--- src/rtl/div_clk_monitor_pkg.sv ---
`default_nettype none
// ---------------------------------------------------------------------------
// div_clk_monitor_pkg : shared state encoding and default timing constants
// Revision 1.0
// ---------------------------------------------------------------------------
package div_clk_monitor_pkg;

  typedef enum logic [1:0] {
    IDLE = 2'd0,
    ACQ  = 2'd1,
    LOCK = 2'd2
  } state_e;

  localparam int EXP_PERIOD = 6;
  localparam int TIMEOUT    = 24;

endpackage
`default_nettype wire

--- src/rtl/div_clk_monitor_if.sv ---
`default_nettype none
// ---------------------------------------------------------------------------
// div_clk_monitor_if : divided-clock input and monitor status outputs
// Revision 1.0
// ---------------------------------------------------------------------------
interface div_clk_monitor_if #(
  parameter int CNT_W = 8
) ();

  logic             clk_div_in;
  logic             tick;
  logic [CNT_W-1:0] period;
  logic             period_vld;
  logic             locked;
  logic             err_pulse;
  logic [7:0]       err_cnt;

  modport master (
    output clk_div_in,
    input  tick, period, period_vld, locked, err_pulse, err_cnt
  );

  modport slave (
    input  clk_div_in,
    output tick, period, period_vld, locked, err_pulse, err_cnt
  );

endinterface
`default_nettype wire

--- src/rtl/div_clk_monitor_sync_rise_det.sv ---
`default_nettype none
// ---------------------------------------------------------------------------
// sync_rise_det : 2-flop synchronizer plus history flop, flags rising edges
// Revision 1.0
// ---------------------------------------------------------------------------
module sync_rise_det (
  input  wire logic sys_clk,
  input  wire logic sys_rst_n,
  input  wire logic d_i,
  output logic      rise_o
);

  import div_clk_monitor_pkg::*;

  logic s1_q;
  logic s2_q;
  logic s3_q;

  always_ff @(posedge sys_clk or negedge sys_rst_n) begin
    if (!sys_rst_n) begin
      s1_q <= 1'b0;
      s2_q <= 1'b0;
      s3_q <= 1'b0;
    end else begin
      s1_q <= d_i;
      s2_q <= s1_q;
      s3_q <= s2_q;
    end
  end

  assign rise_o = s2_q & ~s3_q;

endmodule
`default_nettype wire

--- src/rtl/div_clk_monitor.sv ---
`default_nettype none
// ---------------------------------------------------------------------------
// div_clk_monitor : period measurement, lock and stall detection for a divided clock
// Revision 1.0
// ---------------------------------------------------------------------------
module div_clk_monitor #(
  parameter int EXP_PERIOD = div_clk_monitor_pkg::EXP_PERIOD,
  parameter int TOL        = 0,
  parameter int LOCK_N     = 4,
  parameter int TIMEOUT    = div_clk_monitor_pkg::TIMEOUT,
  parameter int CNT_W      = 8
) (
  input wire logic         sys_clk,
  input wire logic         sys_rst_n,
  div_clk_monitor_if.slave mon
);

  import div_clk_monitor_pkg::*;

  localparam int               GOOD_W  = $clog2(LOCK_N + 1);
  localparam logic [CNT_W-1:0] CNT_MAX = '1;
  localparam logic [31:0]      LO_LIM  = (EXP_PERIOD > TOL) ? 32'(EXP_PERIOD - TOL) : 32'd0;
  localparam logic [31:0]      HI_LIM  = 32'(EXP_PERIOD + TOL);

  state_e            state_q;
  logic [GOOD_W-1:0] good_cnt_q;
  logic [CNT_W-1:0]  run_cnt_q;
  logic              tick_q;
  logic [CNT_W-1:0]  period_q;
  logic              period_vld_q;
  logic              locked_q;
  logic              err_pulse_q;
  logic [7:0]        err_cnt_q;

  logic              rise;
  logic [31:0]       meas;
  logic              meas_good;
  logic              tracking;
  logic              stall;
  logic              err_evt;

  sync_rise_det u_sync_rise_det (
    .sys_clk   (sys_clk),
    .sys_rst_n (sys_rst_n),
    .d_i       (mon.clk_div_in),
    .rise_o    (rise)
  );

  // The edge that restarts the counter is itself one cycle of the period.
  assign meas      = 32'(run_cnt_q) + 32'd1;
  assign meas_good = (meas >= LO_LIM) && (meas <= HI_LIM);
  assign tracking  = (state_q == ACQ) || (state_q == LOCK);
  assign stall     = tracking && !rise && (run_cnt_q == CNT_W'(TIMEOUT));
  assign err_evt   = (tracking && rise && !meas_good) || stall;

  always_ff @(posedge sys_clk or negedge sys_rst_n) begin
    if (!sys_rst_n) begin
      state_q      <= IDLE;
      good_cnt_q   <= '0;
      run_cnt_q    <= '0;
      tick_q       <= 1'b0;
      period_q     <= '0;
      period_vld_q <= 1'b0;
      locked_q     <= 1'b0;
      err_pulse_q  <= 1'b0;
      err_cnt_q    <= '0;
    end else begin
      tick_q       <= rise;
      period_vld_q <= 1'b0;
      locked_q     <= 1'b0;
      err_pulse_q  <= err_evt;

      if (rise) begin
        run_cnt_q <= '0;
      end else if (run_cnt_q != CNT_MAX) begin
        run_cnt_q <= run_cnt_q + CNT_W'(1);
      end

      if (rise && tracking) begin
        period_q     <= (meas > 32'(CNT_MAX)) ? CNT_MAX : meas[CNT_W-1:0];
        period_vld_q <= 1'b1;
      end

      if (err_evt && (err_cnt_q != 8'hFF)) begin
        err_cnt_q <= err_cnt_q + 8'd1;
      end

      // locked mirrors the state being entered this cycle.
      case (state_q)
        IDLE: begin
          if (rise) begin
            state_q    <= ACQ;
            good_cnt_q <= '0;
          end
        end
        ACQ: begin
          if (rise) begin
            if (!meas_good) begin
              good_cnt_q <= '0;
            end else if (good_cnt_q == GOOD_W'(LOCK_N - 1)) begin
              state_q  <= LOCK;
              locked_q <= 1'b1;
            end else begin
              good_cnt_q <= good_cnt_q + GOOD_W'(1);
            end
          end else if (stall) begin
            state_q <= IDLE;
          end
        end
        LOCK: begin
          locked_q <= 1'b1;
          if (rise && !meas_good) begin
            state_q    <= ACQ;
            good_cnt_q <= '0;
            locked_q   <= 1'b0;
          end else if (stall) begin
            state_q  <= IDLE;
            locked_q <= 1'b0;
          end
        end
        default: begin
          state_q <= IDLE;
        end
      endcase
    end
  end

  assign mon.tick       = tick_q;
  assign mon.period     = period_q;
  assign mon.period_vld = period_vld_q;
  assign mon.locked     = locked_q;
  assign mon.err_pulse  = err_pulse_q;
  assign mon.err_cnt    = err_cnt_q;

endmodule
`default_nettype wire
--- src/flat_wrapper.sv ---
// flat-port wrapper written by rule: the top's interface ports become plain ports
module div_clk_monitor_flat import div_clk_monitor_pkg::*;
#(
  parameter int EXP_PERIOD = div_clk_monitor_pkg::EXP_PERIOD,
  parameter int TOL        = 0,
  parameter int LOCK_N     = 4,
  parameter int TIMEOUT    = div_clk_monitor_pkg::TIMEOUT,
  parameter int CNT_W      = 8
)
  (sys_clk, sys_rst_n, mon_clk_div_in, mon_tick, mon_period, mon_period_vld, mon_locked, mon_err_pulse, mon_err_cnt);
  div_clk_monitor_if #(.CNT_W(CNT_W)) mon_i ();
  input wire logic sys_clk;
  input wire logic sys_rst_n;
  input wire logic [$bits(mon_i.clk_div_in)-1:0] mon_clk_div_in;
  output wire logic [$bits(mon_i.tick)-1:0] mon_tick;
  output wire logic [$bits(mon_i.period)-1:0] mon_period;
  output wire logic [$bits(mon_i.period_vld)-1:0] mon_period_vld;
  output wire logic [$bits(mon_i.locked)-1:0] mon_locked;
  output wire logic [$bits(mon_i.err_pulse)-1:0] mon_err_pulse;
  output wire logic [$bits(mon_i.err_cnt)-1:0] mon_err_cnt;
  assign mon_i.clk_div_in = mon_clk_div_in;
  assign mon_tick = mon_i.tick;
  assign mon_period = mon_i.period;
  assign mon_period_vld = mon_i.period_vld;
  assign mon_locked = mon_i.locked;
  assign mon_err_pulse = mon_i.err_pulse;
  assign mon_err_cnt = mon_i.err_cnt;
  div_clk_monitor #(.EXP_PERIOD(EXP_PERIOD), .TOL(TOL), .LOCK_N(LOCK_N), .TIMEOUT(TIMEOUT), .CNT_W(CNT_W)) u_core (.sys_clk(sys_clk), .sys_rst_n(sys_rst_n), .mon(mon_i));
endmodule
--- config.mk ---
export PLATFORM = sky130hd
export DESIGN_NAME = div_clk_monitor_flat
export DESIGN_NICKNAME = d
export VERILOG_FILES = /design/src/rtl/div_clk_monitor_pkg.sv /design/src/rtl/div_clk_monitor_if.sv /design/src/rtl/div_clk_monitor_sync_rise_det.sv /design/src/rtl/div_clk_monitor.sv /design/src/flat_wrapper.sv
export SDC_FILE = /design/constraint.sdc
export NUM_CORES = 1
export LEC_CHECK = 0
export BUFFER_PORTS_ARGS = -buffer_cell sky130_fd_sc_hd__buf_2
export CAP_MARGIN = 20
export CORE_ASPECT_RATIO = 1.4
export CORE_MARGIN = 4
export CORE_UTILIZATION = 64
export CTS_BUF_LIST = sky130_fd_sc_hd__clkbuf_4 sky130_fd_sc_hd__clkbuf_8
export DETAILED_ROUTE_END_ITERATION = 10
export MAX_ROUTING_LAYER = met4
export PLACE_DENSITY = 0.88
export SLEW_MARGIN = 15
export SYNTH_ARGS = -nofsm -noshare
export SYNTH_HDL_FRONTEND = slang
export SYNTH_SLANG_ARGS = --single-unit
--- constraint.sdc ---
create_clock -name sys_clk -period 5.15 [get_ports sys_clk]
set_input_delay 0.2575 -clock sys_clk [delete_from_list [all_inputs] [get_ports sys_clk]]
set_output_delay 0.2575 -clock sys_clk [all_outputs]
set_load 0.05 [all_outputs]
==> impl.org <==
** Yosys
- Post-Syn Instances :: 171
- In this run, synthesis produced a sequential element count of 36.
- For this run, asynchronously set or reset flops after synthesis account for 100%.
- After synthesis, flip-flops and latches occupy 50.6% of the total area.
- Synth Net Count :: between 150 and 200
- For this run, the leading register cell type out of synthesis is dfrtp_1.
- Mean post-synth cell area :: about 10 um^2
- The number of different library cells used by synthesis comes to 39.
- In this run, synthesis inferred 0 flip-flops with an integrated enable.
- For this run, the number of Yosys warnings is 0.
- After synthesis the cells add up to between 1500 and 2000 um^2.

** Routing
- After the first detailed-routing iteration, the DRC count stood at 35.
- The final route contains approximately 1300 vias.
- Detail Route Antenna Nets :: 0
- The final layout contains routed wiring with a total length of roughly 3300 um.
- Drt pass-1 iters :: 4
- DRC errors left :: 0
- Via-to-Cell Ratio :: around 5.7
- Avg WL per Cell :: 14.2 um

** Clock tree
- Clock root buffer master :: clkbuf_4
- TritonCTS clock tree :: built
- Max H-tree Level :: 2
- Cts bufs inserted :: 5
- Clock Pin Slew Worst Setup and Hold Paths :: roughly 0.10 ns
- Sinks on the clock net :: 36
- Post-CTS setup repair buffer count :: 0
- The clock reaches the later pin of the worst-skew pair after 0.34 ns.
- Maximum clock insertion buffer count :: 2

** Floorplan
- The core region is approximately 2600 um^2.
- FP Rows :: 22
- Height of the chip :: between 70 and 80 um
- For this configuration, the core starts out at a cell density of between 60% and 70%.
- Total die area :: approximately 3700 um^2
- IO Pins :: 23
- Die X-Extent :: between 50 and 60 um

** GRT
- Entering global routing, the biggest net connects 37 pins.
- Grt total ovfl :: 0
- The number of global-route vias before repair was between 1000 and 1500.
- Initial antenna violation count :: 0
- Wire length of the first global-routing pass :: between 5000 and 6000 um
- Across every metal layer, demand over resource in global routing totals 21.9%.

** Timing
- Setup violations remaining at the end of the flow were counted as 0.
- The number of failing hold endpoints at the final stage came to 0.
- Final critical path time including I/O delays and setup :: between 2 and 3 ns
- Final Max Tran Viols :: 0
- For the final database, setup skew stands at 0.00659 ns.
- Final TNS setup :: 0 ns
- Setup slack of the critical path after layout :: ~2.6 ns
- Setup repair after global routing left no endpoint under its margin.
- Based on the critical path, the design can be clocked at up to approximately 0.39 GHz.
- Actual transition at the worst max-transition pin :: between 0.7 and 0.8 ns
- Hold timing on the final database bottoms out at a slack of roughly 0.027 ns.
- In this run the tightest slew margin relative to its limit is approximately half.
- Share of the cycle needed by the critical path after routing :: 49.6%

** Critical path
- Req. time, crit path :: around 5.4 ns
- Along the worst path, the maximum fanout reaches 7.
- Critical path class :: reg2reg
- Endpoint type of the worst setup path :: flip-flop
- Startpoint types :: flip-flop
- For the worst setup path, the data arrival time is 2.79 ns.

** Power and ir drop
- Post-layout total power :: approximately 0.97 mW
- Power spread over the standard cell area amounts to 494 nW/um^2.
- Max VDD drop :: approximately 0.33 mV
- For this design the static power due to leakage is approximately 1 nW.

** Min path
- The tightest min-delay check is of the in2reg type.

** Placement
- Post-DP HPWL :: about 2400 um
- At the placement stage, the worst setup path has a slack of about 2.6 ns.
- Number of buffers inserted by port buffering :: 22
- Routability-driven placement finished with a final weighted congestion of about 0.95.

** Layout
- The number of antenna diodes in the final layout is 0.
- Growth of design area from synthesis to finish :: 10.2%
- The final layout contains about 210 nets.
- Fraction of layout instances using a drive strength above 1 :: roughly 20%

** Job
- Max-cap violations in this run came to 0.

** Outcome
- The flow ran to the end, and the final reports show no timing, DRC or antenna violations.
==> synth_stat cells, drive strengths merged (3+ instances only) <==
cell / n / area share (%)
o21ai: 11 / 3.7
nand2: 15 / 3.2
ha: 10 / 7.0
and3: 7 / 2.5
dfrtp: 36 / 51
nand3: 8 / 2.5
nor2: 19 / 4.0
mux2: 4 / 2.7
inv: 9 / 1.9
a21oi: 9 / 2.5
nand2b: 3 / 1.1
xnor2: 6 / 2.9
buf: 4 / 1.4
mux2i: 3 / 1.7
a31oi: 4 / 1.4
==> path summary, 6_finish.rpt <==
path                       cells past startpoint                          end                         from  slack [ns]
setup / recovery                               7            u_core.state_q[0]          u_core.run_cnt_q[0]        2.59
hold / removal                                 1  u_core.u_sync_rise_det.s1_q               mon_clk_div_in        0.03
setup reg to reg                               7            u_core.state_q[0]          u_core.run_cnt_q[0]        2.59
hold reg to reg                                0  u_core.u_sync_rise_det.s2_q  u_core.u_sync_rise_det.s1_q        0.36
max in group asynchronous                      2          u_core.run_cnt_q[4]                    sys_rst_n        4.15
min in group asynchronous                      2            u_core.state_q[1]                    sys_rst_n        0.51
==> report_power, final <==
part           leakage [nW]  internal (mW)  switching [mW]  total, mW
clock network        0.0315         0.0555          0.0856      0.141
logic                 0.490          0.137           0.292      0.429
registers             0.473          0.341          0.0588      0.400
==> cells in the final DEF, fill, tap and decap left out, types with 3 or more instances in the layout <==
cell / synthesis / layout
nor2_1: 19 / 19
clkbuf_4: 0 / 6
nand2_1: 15 / 15
mux2_2: 3 / 3
and3_1: 7 / 7
o21ai_0: 10 / 10
ha_1: 10 / 10
xnor2_1: 6 / 6
nand3_1: 7 / 7
mux2i_1: 3 / 3
a31oi_1: 4 / 4
dfrtp_1: 36 / 36
buf_2: 2 / 22
nand2b_1: 3 / 3
inv_1: 9 / 9
a21oi_1: 9 / 9
==> critical path, cell delays in order (launching register included) <==
cell,delay (ns)
dfrtp_1,0.46
ha_1,0.25
nand3_1,0.15
or4b_4,0.50
a211oi_4,0.39
a21oi_1,0.13
a21oi_1,0.22
mux2_2,0.36
==> state kept, by name, summed over array words and instances, names as in the netlist <==
register                     cells
u_core.mon.period                8
u_core.u_sync_rise_det.s2_q      1
u_core.run_cnt_q                 8
u_core.mon.period_vld            1
u_core.u_sync_rise_det.s1_q      1
u_core.mon.err_pulse             1
u_core.state_q                   2
u_core.mon.err_cnt               8
u_core.good_cnt_q                3
u_core.mon.tick                  1
u_core.mon.locked                1
u_core.u_sync_rise_det.s3_q      1
==> cell families (layout without fill, tap and decap cells) <==
logic type	count (synthesis)	count (layout)	share of synthesized area [%]
simple gates	63	63	18.0
flops	36	36	50.6
buf+inv	15	39	3.79
mux	7	7	4.42
compound gates	32	32	12.2
xor+xnor	8	8	3.93
fa+ha+maj	10	10	7.02
==> per-layer routing <==
metal / global-route usage [%] / up-vias / wire (um)
met5: - / - / 0
met3: 5.97 / 14 / 172
met4: 12.2 / 0 / 101
li1: - / 643 / -
met1: 26.1 / 617 / 1310
met2: 33.0 / 38 / 1690
==> timing repair <==
action	4_1_cts	5_1_grt
hold buffers	1	0
gates resized for setup	0	0
endpoints found under the hold margin	36	0
==> stage by stage <==
| stage | cells | utilization, % | cell area (um^2) |
|---|---|---|---|
| final | 231 | 74.3 | 1960 |
| after global routing | 231 | 74.3 | 1960 |
| after detailed placement | 223 | 72.0 | 1900 |
| after global placement | 223 | 72.0 | 1900 |
| after CTS | 231 | 74.3 | 1960 |
| after floorplan | 171 | - | 1780 |
==> final cells by class <==
type,count,area [um^2]
Inverter,9,33.8
Timing Repair Buffer,23,120
Multi-Input combinational cell,120,813
Sequential cell,36,901
Fill cell,208,679
Tap cell,36,45.0
Clock buffer,6,45.0
Clock inverter,1,5.00
(Power assumes the default switching activity.)
